### src/rtl/counter_seq_ctrl.sv
// Single-clock sequencer for the 4-bit up/down counter: prescaled tick, run patterns
// (up-wrap, down-wrap, ping-pong) between latched limits, start/stop control.
module counter_seq_ctrl #(
    parameter int unsigned DIV = 50_000_000
) (
    input  logic       clk,
    input  logic       rst,
    input  logic       start,
    input  logic       stop,
    input  logic [1:0] mode,
    input  logic [3:0] lo,
    input  logic [3:0] hi,
    input  logic [3:0] cnt_q,
    output logic       cnt_en,
    output logic       cnt_dir,
    output logic       cnt_load,
    output logic [3:0] cnt_ld_val,
    output logic       busy,
    output logic       wrap,
    output logic       cfg_err
);

    typedef enum logic [1:0] {
        S_IDLE,
        S_LOAD,
        S_UP,
        S_DOWN
    } state_t;

    typedef enum logic [1:0] {
        M_UPWRAP   = 2'b00,
        M_DNWRAP   = 2'b01,
        M_PINGPONG = 2'b10,
        M_RSVD     = 2'b11
    } mode_t;

    localparam int unsigned   PW       = (DIV > 1) ? $clog2(DIV) : 1;
    localparam logic [PW-1:0] PRE_LAST = PW'(DIV - 1);

    state_t        r_state;
    mode_t         r_mode;
    logic [3:0]    r_lo;
    logic [3:0]    r_hi;
    logic [PW-1:0] r_pre;
    logic          r_cfg_err;

    logic       w_tick;
    logic       w_run;
    logic       w_reject;
    logic       w_en;
    logic       w_dir;
    logic       w_load;
    logic [3:0] w_ld_val;
    logic       w_wrap;
    logic       w_flip;

    assign w_tick   = ((r_state == S_UP) || (r_state == S_DOWN)) && (r_pre == PRE_LAST);
    assign w_run    = rst & ~stop;
    assign w_reject = (lo > hi) || (mode == M_RSVD);

    always_comb begin
        w_en     = 1'b0;
        w_dir    = 1'b0;
        w_load   = 1'b0;
        w_ld_val = '0;
        w_wrap   = 1'b0;
        w_flip   = 1'b0;
        case (r_state)
            S_LOAD: begin
                w_load = 1'b1;
                if (r_mode == M_DNWRAP) begin
                    w_ld_val = r_hi;
                    w_dir    = 1'b1;
                end else begin
                    w_ld_val = r_lo;
                end
            end
            S_UP: begin
                if (w_tick) begin
                    if (r_lo == r_hi) begin
                        w_load   = 1'b1;
                        w_ld_val = r_lo;
                        w_wrap   = 1'b1;
                    end else if (cnt_q != r_hi) begin
                        w_en = 1'b1;
                    end else if (r_mode == M_PINGPONG) begin
                        // Step straight off the limit so it is not repeated.
                        w_en   = 1'b1;
                        w_dir  = 1'b1;
                        w_wrap = 1'b1;
                        w_flip = 1'b1;
                    end else begin
                        w_load   = 1'b1;
                        w_ld_val = r_lo;
                        w_wrap   = 1'b1;
                    end
                end
            end
            S_DOWN: begin
                w_dir = 1'b1;
                if (w_tick) begin
                    if (r_lo == r_hi) begin
                        w_load   = 1'b1;
                        w_ld_val = r_lo;
                        w_wrap   = 1'b1;
                    end else if (cnt_q != r_lo) begin
                        w_en = 1'b1;
                    end else if (r_mode == M_PINGPONG) begin
                        w_en   = 1'b1;
                        w_dir  = 1'b0;
                        w_wrap = 1'b1;
                        w_flip = 1'b1;
                    end else begin
                        w_load   = 1'b1;
                        w_ld_val = r_hi;
                        w_wrap   = 1'b1;
                    end
                end
            end
            default: ;
        endcase
    end

    // A stop in the same cycle suppresses any step, load or wrap; reset blanks everything.
    assign cnt_en     = w_en & w_run;
    assign cnt_load   = w_load & w_run;
    assign wrap       = w_wrap & w_run;
    assign cnt_dir    = w_dir & rst;
    assign cnt_ld_val = rst ? w_ld_val : '0;
    assign busy       = rst & (r_state != S_IDLE);
    assign cfg_err    = r_cfg_err;

    always_ff @(posedge clk) begin
        if (!rst) begin
            r_state   <= S_IDLE;
            r_mode    <= M_UPWRAP;
            r_lo      <= '0;
            r_hi      <= '0;
            r_pre     <= '0;
            r_cfg_err <= 1'b0;
        end else begin
            r_cfg_err <= 1'b0;
            case (r_state)
                S_IDLE: begin
                    r_pre <= '0;
                    if (!stop && start) begin
                        if (w_reject) begin
                            r_cfg_err <= 1'b1;
                        end else begin
                            r_lo    <= lo;
                            r_hi    <= hi;
                            r_mode  <= mode_t'(mode);
                            r_state <= S_LOAD;
                        end
                    end
                end
                S_LOAD: begin
                    r_pre <= '0;
                    if (stop) begin
                        r_state <= S_IDLE;
                    end else if (r_mode == M_DNWRAP) begin
                        r_state <= S_DOWN;
                    end else begin
                        r_state <= S_UP;
                    end
                end
                S_UP, S_DOWN: begin
                    if (stop) begin
                        r_pre   <= '0;
                        r_state <= S_IDLE;
                    end else begin
                        r_pre <= w_tick ? '0 : r_pre + PW'(1);
                        if (w_flip) begin
                            r_state <= (r_state == S_UP) ? S_DOWN : S_UP;
                        end
                    end
                end
                default: r_state <= S_IDLE;
            endcase
        end
    end

endmodule

### config.mk
export PLATFORM = sky130hd
export DESIGN_NAME = counter_seq_ctrl
export DESIGN_NICKNAME = d
export VERILOG_FILES = /design/src/rtl/counter_seq_ctrl.sv
export SDC_FILE = /design/constraint.sdc
export NUM_CORES = 1
export LEC_CHECK = 0
export CORE_MARGIN = 3
export CORE_UTILIZATION = 56
export DETAILED_ROUTE_END_ITERATION = 10
export DONT_BUFFER_PORTS = 1
export PLACE_DENSITY = 0.72
export SYNTH_ARGS = -nofsm -noshare
export SYNTH_HDL_FRONTEND = slang
export SYNTH_SLANG_ARGS = --single-unit
### constraint.sdc
create_clock -name clk -period 2.1 [get_ports clk]
set_input_delay 0.315 -clock clk [delete_from_list [all_inputs] [get_ports clk]]
set_output_delay 0.315 -clock clk [all_outputs]
set_load 0.005 [all_outputs]
==> impl_results.md, run 1 <==
- Max FO, Critical Path: 5
- CP Class: reg2out
- R2R setup slack: -30 ps
- Final worst setup slack: -422 ps
- Fin Clk Skew: 7.60 ps
- Share of the synthesized area in the top cell type: 36.7%
- Synth area leaders: dfxtp_1 (37%), xor2_1 (9.1%), nor2_1 (8.3%)
- Root buffer cell: clkbuf_8
- CTS sink cnt: 39
- Worst slew margin: 73.0%
- Core ar.: 0.00349 sq mm
- Crit-path slowest cell: or4b_4
- Element type at the critical path end: primary output
- Antenna cell count: 0
- Most frequent cell after synthesis: nor2_1
- Vias in the first global route: 1600
- FF+latch count, synth: 39
- Hold path startpoint: mode[1]
- CP startpoint: r_pre[18]
- Setup bufs post-CTS: 0
- Top post-synthesis cells by count: nor2_1 (47), dfxtp_1 (39), xor2_1 (22)
- Grt met3 use: 3.99%
- Placement Cell Area: 0.00235 sq mm
- Largest stage delay on the critical path: 550 ps
- Layout Cell Area excl Fill: 0.00250 sq mm
- I/O Buffers: 0
- Pleak: 0.000913 uW
- CP delay by family, top: simple AND/OR/NAND/NOR gates
- Initial antenna violation count: 0
- Pins Over Slew Limit: 0
- Final hold vios: 0
- FP Rows: 21
- Initial Utilization: 60.9%
- First-pass GRT wire length: 7130 um
- Clk slew on worst S/H paths: 70 ps
- Synth unique cells: 48
- Layout cells sized above 1: 21.9%
- TritonCTS Buffers: 5
- Placement Setup Slack: -90.3 ps
- Yosys top cell by area: dfxtp_1
- Chip height: 67.7 um
- Met2 usage: 31.2%
- DR pass1 iterations: 4
- Sequential cell area fraction in the yosys report: 36.7%
- GRT busiest layer: met2
- Fin nets: 291
- Cell count after synthesis: 242
- IO Pins: 28
- Die Area: 0.00458 sq mm
- Gr usage total: 20.1%
- Final WL: 4380 um
- Fmax achieved: 397 MHz
- Post-route DRC: 0
- Pwr/cell area: 572 mW/mm^2
- Global route total overflow: 0
- Hold WC Path Type: in2reg
- Hold_buf cts: 0
- Maximum root-to-sink buffer count: 2
- DR vias: 1748
- WP data arrival: 2210 ps
- H-Tree Level Count: 2
- Largest net degree at the start of global routing: 27
- Synthesized area per cell: 8.79 sq um
- Area delta synth->final: 17.5%
- Met1 Usage GRT: 27.9%
- Routed WL per cell: 13.9 um
- Antenna-violating nets left: 0
- Critical-path cell list: or4b_4 > nor4_4 > nand4_2 > or4_4 > o21ai_4 > a22o_1
- Post-DP HPWL: 3210 um
- RSZ-0062 raised after global routing: true
- CP Launch Type: flip-flop
- Peak VDD IR: 522 uV
- Final Cycle Share: 120%
- Routability cong.: 0.929
- Required time worst endpoint: 1780 ps
- Top FF cell, synth: dfxtp_1
- Worst R2R Start: r_pre[18]
- Post-synth EDFFs: 0
- Via density: 5.55
- Synth warnings: 0
- Minimum clock period: 2520 ps
- Net Count, Synth: 265
- Buf/Inv on CP: 0
- Asr flop ratio synth: 0%
- Hold_ws: 182 ps
- Cell Area, Synth: 0.00213 sq mm
- Outcome: complete, but fails checks
- Clk_lat worst skew: 280 ps
- Max_cap viols: 0
- Die W: 67.7 um
- Initial DRC Count: 131
- Final core utilization: 71.6%
- Endpoints failing setup: 9
- Failing checks: setup timing
- Measured slew at the worst slew-check pin: 402 ps
- TritonCTS clock tree: done
## sequential cells by signal, summed over array words and instances (netlist names)
signal   flops
r_hi         4
r_mode       2
r_lo         4
cfg_err      1
r_pre       26
r_state      2
## kinds of logic after synthesis
| family | after synthesis | share of synthesized area, % |
|---|---|---|
| flops | 39 | 36.7 |
| simple gates | 111 | 28.3 |
| xor+xnor | 34 | 14.0 |
| buf+inv | 15 | 3.88 |
| compound gates | 27 | 9.05 |
| fa+ha+maj | 5 | 2.94 |
| mux | 11 | 5.17 |
## report_power, final
part           leakage [uW]  internal (uW)  switching, uW
Sequential         0.000316            750           12.7
Combinational      0.000545           62.0           70.6
Clock             0.0000515            299            236
## final timing paths
| path | to | depth (start not counted) |
|---|---|---|
| worst min-delay path | r_mode[1] | 2 |
| worst max register to register | r_state[0] | 6 |
| worst min register to register | r_pre[22] | 2 |
| worst max-delay path | cnt_ld_val[0] | 6 |
## per-layer routing
| metal | up-vias | part of all wire (%) |
|---|---|---|
| met4 | 0 | 0.30 |
| met1 | 834 | 48 |
| met2 | 25 | 47 |
| li1 | 887 | - |
| met5 | - | 0 |
| met3 | 2 | 4.5 |
## layout make-up
type / instances / area (sq um)
clock buffers: 8 / 100
fillers: 267 / 993
inverters: 9 / 47.5
multi-input cells: 188 / 1310
flip-flops and latches: 39 / 783
well taps: 46 / 57.6
repair buffers: 25 / 200
## cell usage in the layout, fill, tap and decap left out, types with 3 or more instances in the layout
cell type	count
nor2b_1	3
buf_4	24
nand2b_1	3
dfxtp_1	37
nor2_1	46
clkbuf_8	7
ha_1	5
or3_1	3
nor4_1	3
nand2_1	13
nand4_1	5
xor2_1	22
a21oi_1	6
a22o_1	3
mux2i_1	11
nand3_1	8
o21ai_0	6
nor3_1	3
xnor2_1	12
inv_1	8
## what timing repair did
item	CTS	global route
hold endpoints to repair	0	0
endpoints found under the setup margin	8	9
pin swaps	2	4
resized for setup	4	8
## stage by stage
step                std cells  total power [uW]  TNS (ps)
floorplan                 242               871      -160
global placement          307               905      -288
detailed placement        307               907      -369
CTS                       315              1450     -2660
global route              315              1500     -3700
finish                    315              1430     -2750
(Power assumes the default switching activity.)
==> run 2, diff against run 1 <==
--- a/config.mk
+++ b/config.mk
@@ -6,10 +6,10 @@
 export NUM_CORES = 1
 export LEC_CHECK = 0
 export CORE_MARGIN = 3
-export CORE_UTILIZATION = 56
+export CORE_UTILIZATION = 62
 export DETAILED_ROUTE_END_ITERATION = 10
 export DONT_BUFFER_PORTS = 1
-export PLACE_DENSITY = 0.72
+export PLACE_DENSITY = 0.76
 export SYNTH_ARGS = -nofsm -noshare
 export SYNTH_HDL_FRONTEND = slang
 export SYNTH_SLANG_ARGS = --single-unit
==> constraint.sdc (replaced) <==
create_clock -name clk -period 2.39 [get_ports clk]
set_input_delay 0.3585 -clock clk [delete_from_list [all_inputs] [get_ports clk]]
set_output_delay 0.3585 -clock clk [all_outputs]
set_load 0.005 [all_outputs]
==> run 2 against run 1 <==
The run still ends with setup timing left; critical path depth did not move; die area fell by 8.8%; clock skew rose by 2.3 ps; total power fell by 22%; utilization rose by 2.8 points; sequential share of layout area rose by 2.0 points; clock power fell by 36%; largest cell class unchanged.
==> impl_results.md, run 2 (same netlist as run 1, synthesis figures left out) <==
- Core ar.: 0.00315 sq mm
- Placement Cell Area: 0.00222 sq mm
- Worst slew margin: 50.0%
- Buf/Inv on CP: 0
- Minimum clock period: 2770 ps
- Die W: 64.6 um
- Outcome: complete, but fails checks
- Global route total overflow: 0
- Fillers: 243
- Endpoints failing setup: 8
- Layout Cell Area excl Fill: 0.00235 sq mm
- Element type at the critical path end: primary output
- Post-DP HPWL: 3240 um
- WHS Path Cells: 2
- Max FO, Critical Path: 4
- TritonCTS clock tree: done
- Clk_lat worst skew: 340 ps
- TritonCTS Buffers: 5
- Regs by FF count: r_pre: 26 flops, r_hi: 4 flops, r_lo: 4 flops
- Sequential share of power: 60.1%
- Required time worst endpoint: 2030 ps
- Antenna cell count: 0
- CP startpoint: r_pre[18]
- Final hold vios: 0
- Die Area: 0.00417 sq mm
- Vias in the first global route: 1691
- Fin Clk Skew: 9.94 ps
- Pleak: 0.000816 uW
- Largest net degree at the start of global routing: 27
- Cell internal pwr: 842 uW
- Critical R2R Capture: r_state[0]
- RSZ-0062 raised after global routing: true
- Largest stage delay on the critical path: 550 ps
- Comb pwr share: 9.3%
- Initial antenna violation count: 0
- Final core utilization: 74.4%
- Initial Utilization: 67.5%
- Routability cong.: 0.889
- First-pass GRT wire length: 7650 um
- Clk pwr share: 30.6%
- Top reg by flops: r_pre
- NetSw: 277 uW
- IO Pins: 28
- Routed WL per cell: 14.4 um
- Final worst setup slack: -376 ps
- Hold WC Path Type: in2reg
- DR pass1 iterations: 4
- FP Rows: 20
- Crit-path slowest cell: or4b_4
- Hold path startpoint: mode[0]
- Chip height: 64.6 um
- Final WL: 4320 um
- Fmax achieved: 362 MHz
- I/O Buffers: 0
- WP data arrival: 2410 ps
- Post-route DRC: 0
- H-Tree Level Count: 2
- Area delta synth->final: 10.2%
- Fin nets: 278
- Commonest non-fill, non-tap cell in the layout: nor2_1
- Clk slew on worst S/H paths: 120 ps
- Critical-path cell list: or4b_4 > nor4_4 > nand4_2 > or4_4 > o21ai_4 > a22o_1
- Peak VDD IR: 318 uV
- Pwr/cell area: 477 mW/mm^2
- Max_cap viols: 0
- Initial DRC Count: 130
- Reg area: 781 sq um
- Antenna-violating nets left: 0
- Max reg flops: 26
- Pins Over Slew Limit: 0
- Measured slew at the worst slew-check pin: 744 ps
- CP Launch Type: flip-flop
- Gr usage total: 22.8%
- Layout cells sized above 1: 16.5%
- Via density: 5.76
- CP delay by family, top: simple AND/OR/NAND/NOR gates
- Failing checks: setup timing
- Root buffer cell: clkbuf_4
- Hold endpoint: r_mode[0]
- Multi-input gate area: 0.00132 sq mm
- Sw Ratio: 24.8%
- Maximum root-to-sink buffer count: 2
- Worst R2R Start: r_pre[18]
- Most frequent cells in the layout: nor2_1 (47), dfxtp_1 (39), xor2_1 (22)
- DR vias: 1722
- R2R setup slack: 200 ps
- Reg2Reg Depth: 6
- CP Class: reg2out
- Final Cycle Share: 116%
- CTS sink cnt: 39
## run 2: worst reg2reg max path, stage by stage (launching register included)
cell and delay, ps:
dfxtp_1 330, or4b_4 550, nor4_4 280, nand4_2 180
buf_4 190, or3_4 350, a221oi_2 240
## run 2: stage by stage
| stage | total power, uW | setup WS (ps) | hold slack [ps] | std cells | TNS (ps) |
|---|---|---|---|---|---|
| 3_3_place_gp | 782 | 43.1 | 441 | 290 | 0 |
| 2_1_floorplan | 765 | 87.8 | 430 | 242 | 0 |
| 3_5_place_dp | 787 | -3.71 | 455 | 290 | -3.71 |
| 4_1_cts | 1120 | -339 | 168 | 299 | -1890 |
| 5_1_grt | 1170 | -488 | 178 | 299 | -3240 |
| 6_report | 1120 | -376 | 169 | 299 | -2220 |
## run 2: power by group through the flow
stage / Combinational (uW) / Sequential (uW) / Clock [uW]
CTS: 103 / 672 / 345
global placement: 95.6 / 686 / 0
global route: 120 / 675 / 378
floorplan: 82.3 / 683 / 0
detailed placement: 99.6 / 687 / 0
finish: 105 / 673 / 342
## run 2: worst max path at each step
stage	end	slack (ps)	cells past startpoint
floorplan	cnt_ld_val[0]	90	6
detailed placement	cnt_ld_val[3]	-4	6
global placement	cnt_ld_val[0]	40	6
global route	cnt_ld_val[3]	-490	6
CTS	cnt_ld_val[3]	-340	6
finish	cnt_ld_val[3]	-380	6
## run 2: repair_timing
item | in CTS | in global routing
hold buffers | 0 | 0
buffers inserted | 2 | 0
setup endpoints to repair | 7 | 8
pin swaps | 3 | 5
gates resized for setup | 5 | 5
## run 2: final cells by class
class	count	share of cell area, %
Multi-Input combinational cell	188	56.1
Clock inverter	1	0.213
Timing Repair Buffer	12	3.84
Inverter	9	2.03
Clock buffer	6	2.19
Sequential cell	39	33.3
Tap cell	44	2.35
## run 2: routing by layer
metal  vias up  part of all wire [%]  track usage (%)
li1        862                     -                -
met4         0                  0.88             6.33
met2        43                    49             38.5
met5         -                     0                0
met1       812                    44             29.1
met3         5                   5.9             4.85
==> run 3, diff against run 2 <==
--- a/config.mk
+++ b/config.mk
@@ -6,10 +6,11 @@
 export NUM_CORES = 1
 export LEC_CHECK = 0
 export CORE_MARGIN = 3
-export CORE_UTILIZATION = 62
+export CORE_UTILIZATION = 64
 export DETAILED_ROUTE_END_ITERATION = 10
 export DONT_BUFFER_PORTS = 1
-export PLACE_DENSITY = 0.76
+export PLACE_DENSITY = 0.78
+export SLEW_MARGIN = 20
 export SYNTH_ARGS = -nofsm -noshare
 export SYNTH_HDL_FRONTEND = slang
 export SYNTH_SLANG_ARGS = --single-unit
==> constraint.sdc (replaced) <==
create_clock -name clk -period 3.3 [get_ports clk]
set_input_delay 0.495 -clock clk [delete_from_list [all_inputs] [get_ports clk]]
set_output_delay 0.495 -clock clk [all_outputs]
set_load 0.005 [all_outputs]
==> run 3 against run 2 <==
The run now ends clean; sequential power shrank 27%; die area fell by 2.8%; total power is 22% lower; routed wire length up 0.16%; final area is 4.6% lower; critical path type unchanged; critical endpoint unchanged.
==> impl_results.md, run 3 (same netlist as run 1, synthesis figures left out) <==
- Via density: 5.80
- CTS sink cnt: 39
- RSZ-0062 raised after global routing: false
- Fillers: 259
- Reg2Reg Depth: 5
- Measured slew at the worst slew-check pin: 840 ps
- TritonCTS Buffers: 5
- Element type at the critical path end: primary output
- Peak VDD IR: 405 uV
- Setup bufs post-CTS: 0
- Required time worst endpoint: 2800 ps
- CP Class: reg2out
- WP data arrival: 2490 ps
- CP Launch Type: flip-flop
- First-pass GRT wire length: 7840 um
- Hold path startpoint: hi[3]
- Global route total overflow: 0
- Hold_buf cts: 0
- Fmax achieved: 335 MHz
- I/O Buffers: 0
- Clk_lat worst skew: 340 ps
- Largest net degree at the start of global routing: 27
- Max FO, Critical Path: 7
- Vias in the first global route: 1704
- Top reg by flops: r_pre
- NetSw: 207 uW
- Comb pwr share: 8.1%
- Setup_tns: 0 ps
- Die Area: 0.00405 sq mm
- Routability cong.: 0.848
- Pwr/cell area: 392 mW/mm^2
- Fin Clk Skew: 9.87 ps
- Root buffer cell: clkbuf_4
- Core ar.: 0.00310 sq mm
- DR vias: 1677
- Area delta synth->final: 5.11%
- H-Tree Level Count: 2
- Antenna cell count: 0
- Cell internal pwr: 669 uW
- Max reg flops: 26
- Most frequent cells in the layout: nor2_1 (47), dfxtp_1 (39), xor2_1 (22)
- Final hold vios: 0
- DR pass1 iterations: 4
- Chip height: 63.7 um
- Commonest non-fill, non-tap cell in the layout: nor2_1
- Minimum clock period: 2980 ps
- Gr usage total: 24.0%
- Post-DP HPWL: 3280 um
- IO Pins: 28
- # resized after CTS: 0
- Worst R2R Start: r_pre[18]
- Final core utilization: 72.1%
- Max_cap viols: 0
- Final cell count without fillers: 289
- Final WL: 4320 um
- Initial antenna violation count: 0
- Hold WC Path Type: in2reg
- Layout cells sized above 1: 10.2%
- Pleak: 0.000741 uW
- Sw Ratio: 23.6%
- Maximum root-to-sink buffer count: 2
- Regs by FF count: r_pre: 26 flops, r_hi: 4 flops, r_lo: 4 flops
- Outcome: complete, no violations
- Die W: 63.7 um
- Initial DRC Count: 169
- Clk slew on worst S/H paths: 120 ps
- Critical R2R Capture: r_pre[19]
- TritonCTS clock tree: done
- Final Cycle Share: 90.5%
- Post-route DRC: 0
- Worst slew margin: 44.0%
- Hold_ws: 293 ps
- WHS Path Cells: 2
- Pins Over Slew Limit: 0
- Hold endpoint: r_hi[3]
- Routed WL per cell: 15.0 um
- R2R setup slack: 840 ps
- FP Rows: 20
- Antenna-violating nets left: 0
- Sequential share of power: 55.7%
- Initial Utilization: 68.6%
- Placed instance count: 281
- Endpoints failing setup: 0
- Fin nets: 267
- Clk pwr share: 36.2%
==> run 3: how the worst max path moves through the flow <==
stage                               end       from  slack (ps)
after floorplan           cnt_ld_val[0]   cnt_q[3]         860
after global placement    cnt_ld_val[0]   cnt_q[3]         740
after detailed placement  cnt_ld_val[3]   cnt_q[3]         660
after CTS                 cnt_ld_val[3]  r_pre[18]         300
after global routing      cnt_ld_val[0]    r_lo[3]         120
final                     cnt_ld_val[3]  r_pre[18]         320
==> run 3: worst max-delay path: stages (launching register included) <==
cell and delay [ps]:
dfxtp_1 380, or4b_1 550, nor4_2 260, nand4_2 220, or4_1 460, o21ai_2 100
a22o_1 180
==> run 3: per-layer routing <==
| layer | track usage (%) | routed length (um) | vias up |
|---|---|---|---|
| li1 | - | - | 836 |
| met1 | 31.8 | 1960 | 804 |
| met2 | 38.3 | 2120 | 32 |
| met3 | 6.60 | 210 | 5 |
| met4 | 6.20 | 32 | 0 |
| met5 | 0 | 0 | - |
==> run 3: through the flow <==
| stage | power [uW] | area [sq um] | worst slack [ps] |
|---|---|---|---|
| final | 876 | 2240 | 315 |
| after global routing | 919 | 2240 | 125 |
| after CTS | 882 | 2240 | 303 |
| after detailed placement | 569 | 2160 | 663 |
| after global placement | 565 | 2160 | 741 |
| after floorplan | 554 | 2130 | 857 |
==> run 3: layout make-up <==
| class | instances | area (sq um) | share of cell area [%] |
|---|---|---|---|
| clock buffers | 5 | 37.5 | 1.68 |
| clock inverters | 3 | 43.8 | 1.96 |
| inverters | 9 | 47.5 | 2.13 |
| multi-input cells | 188 | 1260 | 56.5 |
| flip-flops and latches | 39 | 781 | 34.9 |
| well taps | 44 | 55.1 | 2.46 |
| repair buffers | 1 | 7.51 | 0.336 |
==> run 3: power by group through the flow <==
stage                     Sequential [uW]  Clock (uW)  Combinational (uW)
after CTS                             487         323                71.3
after detailed placement              498           0                71.2
final                                 488         317                71.3
after global routing                  489         348                81.4
after floorplan                       495           0                59.6
after global placement                498           0                67.8
